**config.mk**
```make
export PLATFORM = sky130hd
export DESIGN_NAME = weight_stream_sequencer
export DESIGN_NICKNAME = d
export VERILOG_FILES = /design/src/rtl/mase_ctrl_pkg.sv /design/src/rtl/weight_stream_fifo.sv /design/src/rtl/weight_stream_sequencer.sv
export SDC_FILE = /design/constraint.sdc
export NUM_CORES = 2
export LEC_CHECK = 0
export BUFFER_PORTS_ARGS = -buffer_cell sky130_fd_sc_hd__buf_2
export CELL_PAD_IN_SITES_DETAIL_PLACEMENT = 1
export CELL_PAD_IN_SITES_GLOBAL_PLACEMENT = 2
export CORE_UTILIZATION = 46
export CTS_BUF_LIST = sky130_fd_sc_hd__clkbuf_4 sky130_fd_sc_hd__clkbuf_8
export DETAILED_ROUTE_END_ITERATION = 8
export PLACE_DENSITY_LB_ADDON = 0.1
export SYNTH_ARGS = -nofsm -noshare
export SYNTH_HDL_FRONTEND = slang
export SYNTH_SLANG_ARGS = --single-unit
```
**constraint.sdc**
```tcl
create_clock -name clk -period 16.8 [get_ports clk]
set_clock_uncertainty 0.15 [all_clocks]
set_input_delay 2.52 -clock clk [delete_from_list [all_inputs] [get_ports clk]]
set_output_delay 2.52 -clock clk [all_outputs]
set_load 0.02 [all_outputs]
```
**src/rtl/mase_ctrl_pkg.sv**
```systemverilog
// mase_ctrl_pkg: shared control-path types for the MASE weight streaming blocks
package mase_ctrl_pkg;

  typedef enum logic [1:0] {
    IDLE  = 2'd0,
    RUN   = 2'd1,
    DRAIN = 2'd2
  } ws_state_t;

endpackage

```
**src/rtl/weight_stream_fifo.sv**
```systemverilog
// weight_stream_fifo: registered circular buffer holding ROM words until the consumer accepts them
module weight_stream_fifo #(
  parameter int DATA_WIDTH = 512,
  parameter int FIFO_DEPTH = 4
) (
  input  logic                              clk,
  input  logic                              rst,
  input  logic                              push,
  input  logic [DATA_WIDTH-1:0]             din,
  input  logic                              pop,
  output logic [DATA_WIDTH-1:0]             dout,
  output logic [$clog2(FIFO_DEPTH+1)-1:0]   count,
  output logic                              empty
);

  localparam int PW = FIFO_DEPTH > 1 ? $clog2(FIFO_DEPTH) : 1;
  localparam int CW = $clog2(FIFO_DEPTH+1);
  localparam logic [PW-1:0] LAST = PW'(FIFO_DEPTH-1);

  logic [DATA_WIDTH-1:0] mem [FIFO_DEPTH];
  logic [PW-1:0]         wr_ptr, rd_ptr;
  logic                  do_pop;

  assign empty  = count == '0;
  assign do_pop = pop && !empty;
  assign dout   = empty ? '0 : mem[rd_ptr];

  // Storage array: written only on push, never reset (contents are gated by empty)
  always_ff @(posedge clk)
    if (push) mem[wr_ptr] <= din;

  // Pointers and occupancy; a simultaneous push and pop leaves count unchanged
  always_ff @(posedge clk or negedge rst)
    if (!rst) begin
      wr_ptr <= '0;
      rd_ptr <= '0;
      count  <= '0;
    end else begin
      if (push) wr_ptr <= wr_ptr == LAST ? '0 : wr_ptr + 1'b1;
      if (do_pop) rd_ptr <= rd_ptr == LAST ? '0 : rd_ptr + 1'b1;
      count <= count + CW'(push) - CW'(do_pop);
    end

endmodule

```
**src/rtl/weight_stream_sequencer.sv**
```systemverilog
// weight_stream_sequencer: streams the weight ROM cfg_passes times through a credit-limited output buffer
module weight_stream_sequencer
  import mase_ctrl_pkg::*;
#(
  parameter int DATA_WIDTH  = 512,
  parameter int DEPTH       = 32,
  parameter int ADDR_WIDTH  = $clog2(DEPTH) + 1,
  parameter int ROM_LATENCY = 2,
  parameter int FIFO_DEPTH  = 4
) (
  input  logic                  clk,
  input  logic                  rst,
  input  logic                  start,
  input  logic [15:0]           cfg_passes,
  output logic                  busy,
  output logic                  done,
  output logic [ADDR_WIDTH-1:0] rom_addr,
  output logic                  rom_ce,
  input  logic [DATA_WIDTH-1:0] rom_q,
  output logic [DATA_WIDTH-1:0] data_out,
  output logic                  data_out_valid,
  input  logic                  data_out_ready
);

  localparam int CW = $clog2(FIFO_DEPTH+1);
  localparam logic [CW:0]           FD   = (CW+1)'(FIFO_DEPTH);
  localparam logic [ADDR_WIDTH-1:0] LAST = ADDR_WIDTH'(DEPTH-1);

  ws_state_t              state, state_d;
  logic [15:0]            passes_left;
  logic [CW-1:0]          inflight, fifo_count;
  logic [ROM_LATENCY-1:0] vld_sr;
  logic                   issue, push, pop, fifo_empty, last_addr, final_issue, drain_ok, done_d;

  assign rom_ce         = 1'b1;
  assign busy           = state != IDLE;
  assign push           = vld_sr[ROM_LATENCY-1];
  assign data_out_valid = !fifo_empty;
  assign pop            = data_out_valid && data_out_ready;
  assign issue          = state == RUN && ({1'b0, fifo_count} + {1'b0, inflight} < FD);
  assign last_addr      = rom_addr == LAST;
  assign final_issue    = issue && last_addr && passes_left == 16'd1;
  // The buffer counts as empty once this cycle's handshake takes its last word,
  // so done lands one cycle after the final handshake.
  assign drain_ok       = inflight == '0 && (fifo_empty || (fifo_count == CW'(1) && pop));

  // Next-state and completion pulse
  always_comb begin
    state_d = state;
    done_d  = 1'b0;
    unique case (state)
      IDLE:    if (start) state_d = cfg_passes != 16'd0 ? RUN : DRAIN;
      RUN:     if (final_issue) state_d = DRAIN;
      DRAIN:   if (drain_ok) begin
                 state_d = IDLE;
                 done_d  = 1'b1;
               end
      default: state_d = IDLE;
    endcase
  end

  // State register and registered done pulse
  always_ff @(posedge clk or negedge rst)
    if (!rst) begin
      state <= IDLE;
      done  <= 1'b0;
    end else begin
      state <= state_d;
      done  <= done_d;
    end

  // Address generation, pass counting, in-flight tracking and ROM latency marker
  always_ff @(posedge clk or negedge rst)
    if (!rst) begin
      rom_addr    <= '0;
      passes_left <= '0;
      inflight    <= '0;
      vld_sr      <= '0;
    end else begin
      if (state == IDLE && start) begin
        rom_addr    <= '0;
        passes_left <= cfg_passes;
      end else if (issue) begin
        rom_addr <= last_addr ? '0 : rom_addr + 1'b1;
        if (last_addr) passes_left <= passes_left - 16'd1;
      end
      inflight <= inflight + CW'(issue) - CW'(push);
      vld_sr   <= (vld_sr << 1) | ROM_LATENCY'(issue);
    end

  weight_stream_fifo #(
    .DATA_WIDTH (DATA_WIDTH),
    .FIFO_DEPTH (FIFO_DEPTH)
  ) u_fifo (
    .clk   (clk),
    .rst   (rst),
    .push  (push),
    .din   (rom_q),
    .pop   (pop),
    .dout  (data_out),
    .count (fifo_count),
    .empty (fifo_empty)
  );

endmodule

```
==> impl_results.md <==
- Post-synth EDFFs: 2048
- Clk buf depth: 4
- Worst Path Arrival: 5.51 ns
- Synth Warn #: 0
- Yosys cell types: 47
- DRC Markers: 0
- CP Capture Type: primary output
- Launch point of the worst path: u_fifo.rd_ptr[1]
- Nets: 5296
- Routability cong.: 0.801
- DR pass1 iterations: 5
- Post-CTS Hold Fix Bufs: 0
- Drt total wl: 210000 um
- Total power draw: 17.5 mW
- Ports: 1054
- Peak VDD IR: 0.139 mV
- Iteration-0 DRC count of the detailed router: 2467
- Post_cts resized: 0
- First-pass GRT wire length: 297000 um
- Most used DFF post-synth: edfxtp_1
- Slew Limit Headroom: 29.3%
- Vias per std cell: 5.45
- Final hold vios: 0
- Achievable Freq: 122 MHz
- Max Cap Violations: 0
- Total CTS buffers: 358
- Cell Area, Synth: 79100 um2
- Worst-Skew Late Latency: 1.02 ns
- Sequential share of the synthesized area: 78.9%
- Antenna-violating nets left: 0
- Vias in the first global route: 41.9k
- Post CTS Setup Buffer Count: 0
- Worst-Margin Slew: 1.06 ns
- Leak pwr: 31.9 nW
- Post-synthesis average cell area: 22.8 um2
- Status: finished, final reports clean
- CTS tree: done
- Post-route setup TNS: 0 ns
- Worst setup path class: reg2out
- Area grow syn2layout: 18.5%
- Tcrit/Tclk final: 48.7%
- Critical path required time: 14.13 ns
- DIE HEIGHT: 417 um
- Unrepaired setup endpoints after global routing: no
- Worst-path clk slew: 0.06 ns
- Starting Density: 46.5%
- Slew Limit Fails: 0
- Hold Crit Class: reg2reg
- Hold Path Stages: 0
- Clk root buf: clkbuf_8
- Row count: 151
- Tot GR Track Use: 23.9%
- Largest net degree at the start of global routing: 186
- Gate Count Post-Synth: 3470
- Port bufs: 1052
- Post-detail-place hpwl: 133000 um
- H-tree Lvls: 5
- Die area: 174000 um2
- Vias after detailed routing: 39.8k
- Pwr Density: 186 nW/um2
- CTS Sinks: 2085
- Chip width: 417 um
- Min cycle time layout: 8.18 ns
- Share of cells above drive strength 1: 43.1%
- CP max FO: 60
- Worst hold path startpoint: vld_sr[0]
- Core Box Area: 170000 um2
- #FFs+latches synth: 2085
- Grt ovf: 0
- Async SR Flop Fraction: 1.77%
- Crit start category: flop
- Reg-to-reg critical path startpoint: u_fifo.wr_ptr[0]
- Synth Net Count: 4018
- Drt wl/cell: 28.8 um
- Final setup viols: 0
- Antenna violations before repair: 181
- FF-to-FF path depth: 6
- Fillers: 15.1k
-- metal layers --
metal | GRT usage, % | routed length, um | share of wire [%]
met2 | 40.6 | 108000 | 52
met5 | 0 | 505 | 0.24
met3 | 7.55 | 15200 | 7.3
met4 | 12.0 | 10600 | 5.1
met1 | 27.3 | 75500 | 36
-- flip-flops by register name, indices dropped and copies added, names as in the netlist --
| register | count |
|---|---|
| u_fifo.mem | 2048 |
| inflight | 3 |
| done | 1 |
| state | 2 |
| passes_left | 16 |
| rom_addr | 6 |
| u_fifo.rd_ptr | 2 |
| vld_sr | 2 |
| u_fifo.wr_ptr | 2 |
| u_fifo.count | 3 |
-- per-stage QoR --
step,hold WS [ns],setup slack (ns),instances,instance area (um2),util [%]
2_1_floorplan,0.181,3.55,3470,79100,-
3_3_place_gp,0.189,9.48,6606,86900,51.1
3_5_place_dp,0.191,9.49,6606,86900,51.1
4_1_cts,0.203,8.33,7218,93500,55.0
5_1_grt,0.217,8.07,7266,93700,55.1
6_report,0.202,8.62,7293,93700,55.1
-- cell usage after synthesis, types with 8 or more instances --
cell type | instances | area share, %
xnor2_1 | 11 | 0.12
buf_1 | 29 | 0.14
o21ai_0 | 10 | 0.063
edfxtp_1 | 2048 | 78
nor2_1 | 16 | 0.076
xor2_1 | 10 | 0.11
clkbuf_1 | 92 | 0.44
inv_1 | 15 | 0.071
and2_1 | 519 | 4.1
a21oi_1 | 8 | 0.051
buf_2 | 53 | 0.34
nor3_1 | 10 | 0.063
mux4_2 | 512 | 15
ha_1 | 14 | 0.22
nand2_1 | 26 | 0.12
dfrtp_1 | 37 | 1.2
-- cell usage in the layout (no fill, tap or decap), types with 32 or more instances in the layout --
cell	instances
clkbuf_4	119
buf_4	32
dfrtp_1	35
and2_1	515
clkinv_1	88
mux4_2	512
edfxtp_1	2048
buf_2	1052
clkbuf_8	369
diode_2	75
-- layout make-up --
type / count / area (um2) / area share [%]
Inverter: 16 / 60.1 / 0.0641
Multi-Input combinational cell: 1190 / 15900 / 17.0
Clock inverter: 124 / 652 / 0.695
Sequential cell: 2085 / 62400 / 66.6
Timing Repair Buffer: 1097 / 5770 / 6.15
Antenna cell: 75 / 188 / 0.200
Clock buffer: 488 / 5970 / 6.37
Tap cell: 2218 / 2780 / 2.96
-- where the power goes --
| group | leakage [nW] | switching (mW) | total, mW | internal, mW |
|---|---|---|---|---|
| registers | 19.0 | 0.221 | 6.80 | 6.57 |
| clock network | 3.51 | 1.97 | 4.33 | 2.36 |
| logic | 9.41 | 3.94 | 6.35 | 2.41 |
-- final timing paths --
kind                                 endpoint  slack [ns]
min reg2reg                         vld_sr[1]        0.20
min in group asynchronous         rom_addr[0]        1.50
min                                 vld_sr[1]        0.20
max                             data_out[246]        8.62
max in group asynchronous    u_fifo.rd_ptr[1]       14.31
max reg2reg                u_fifo.mem[0][110]       12.27
-- cells by family after synthesis --
| family | after synthesis | synth area share (%) |
|---|---|---|
| other | 1 | 0.00474 |
| flip-flops | 2085 | 78.9 |
| buffers and inverters | 195 | 1.04 |
| adder cells (fa/ha/maj) | 16 | 0.272 |
| AND/OR/NAND/NOR | 610 | 4.75 |
| XOR/XNOR | 21 | 0.232 |
| multiplexers | 513 | 14.6 |
| AO/OA/AOI/OAI | 29 | 0.210 |
-- worst max-delay path: stages (launching register included) --
cell	delay [ns]
dfrtp_4	1.07
buf_4	0.76
buf_4	0.86
buf_4	0.82
mux4_2	0.41
and2_1	0.18
buf_2	0.17
Power figures use the tool's default switching activity.
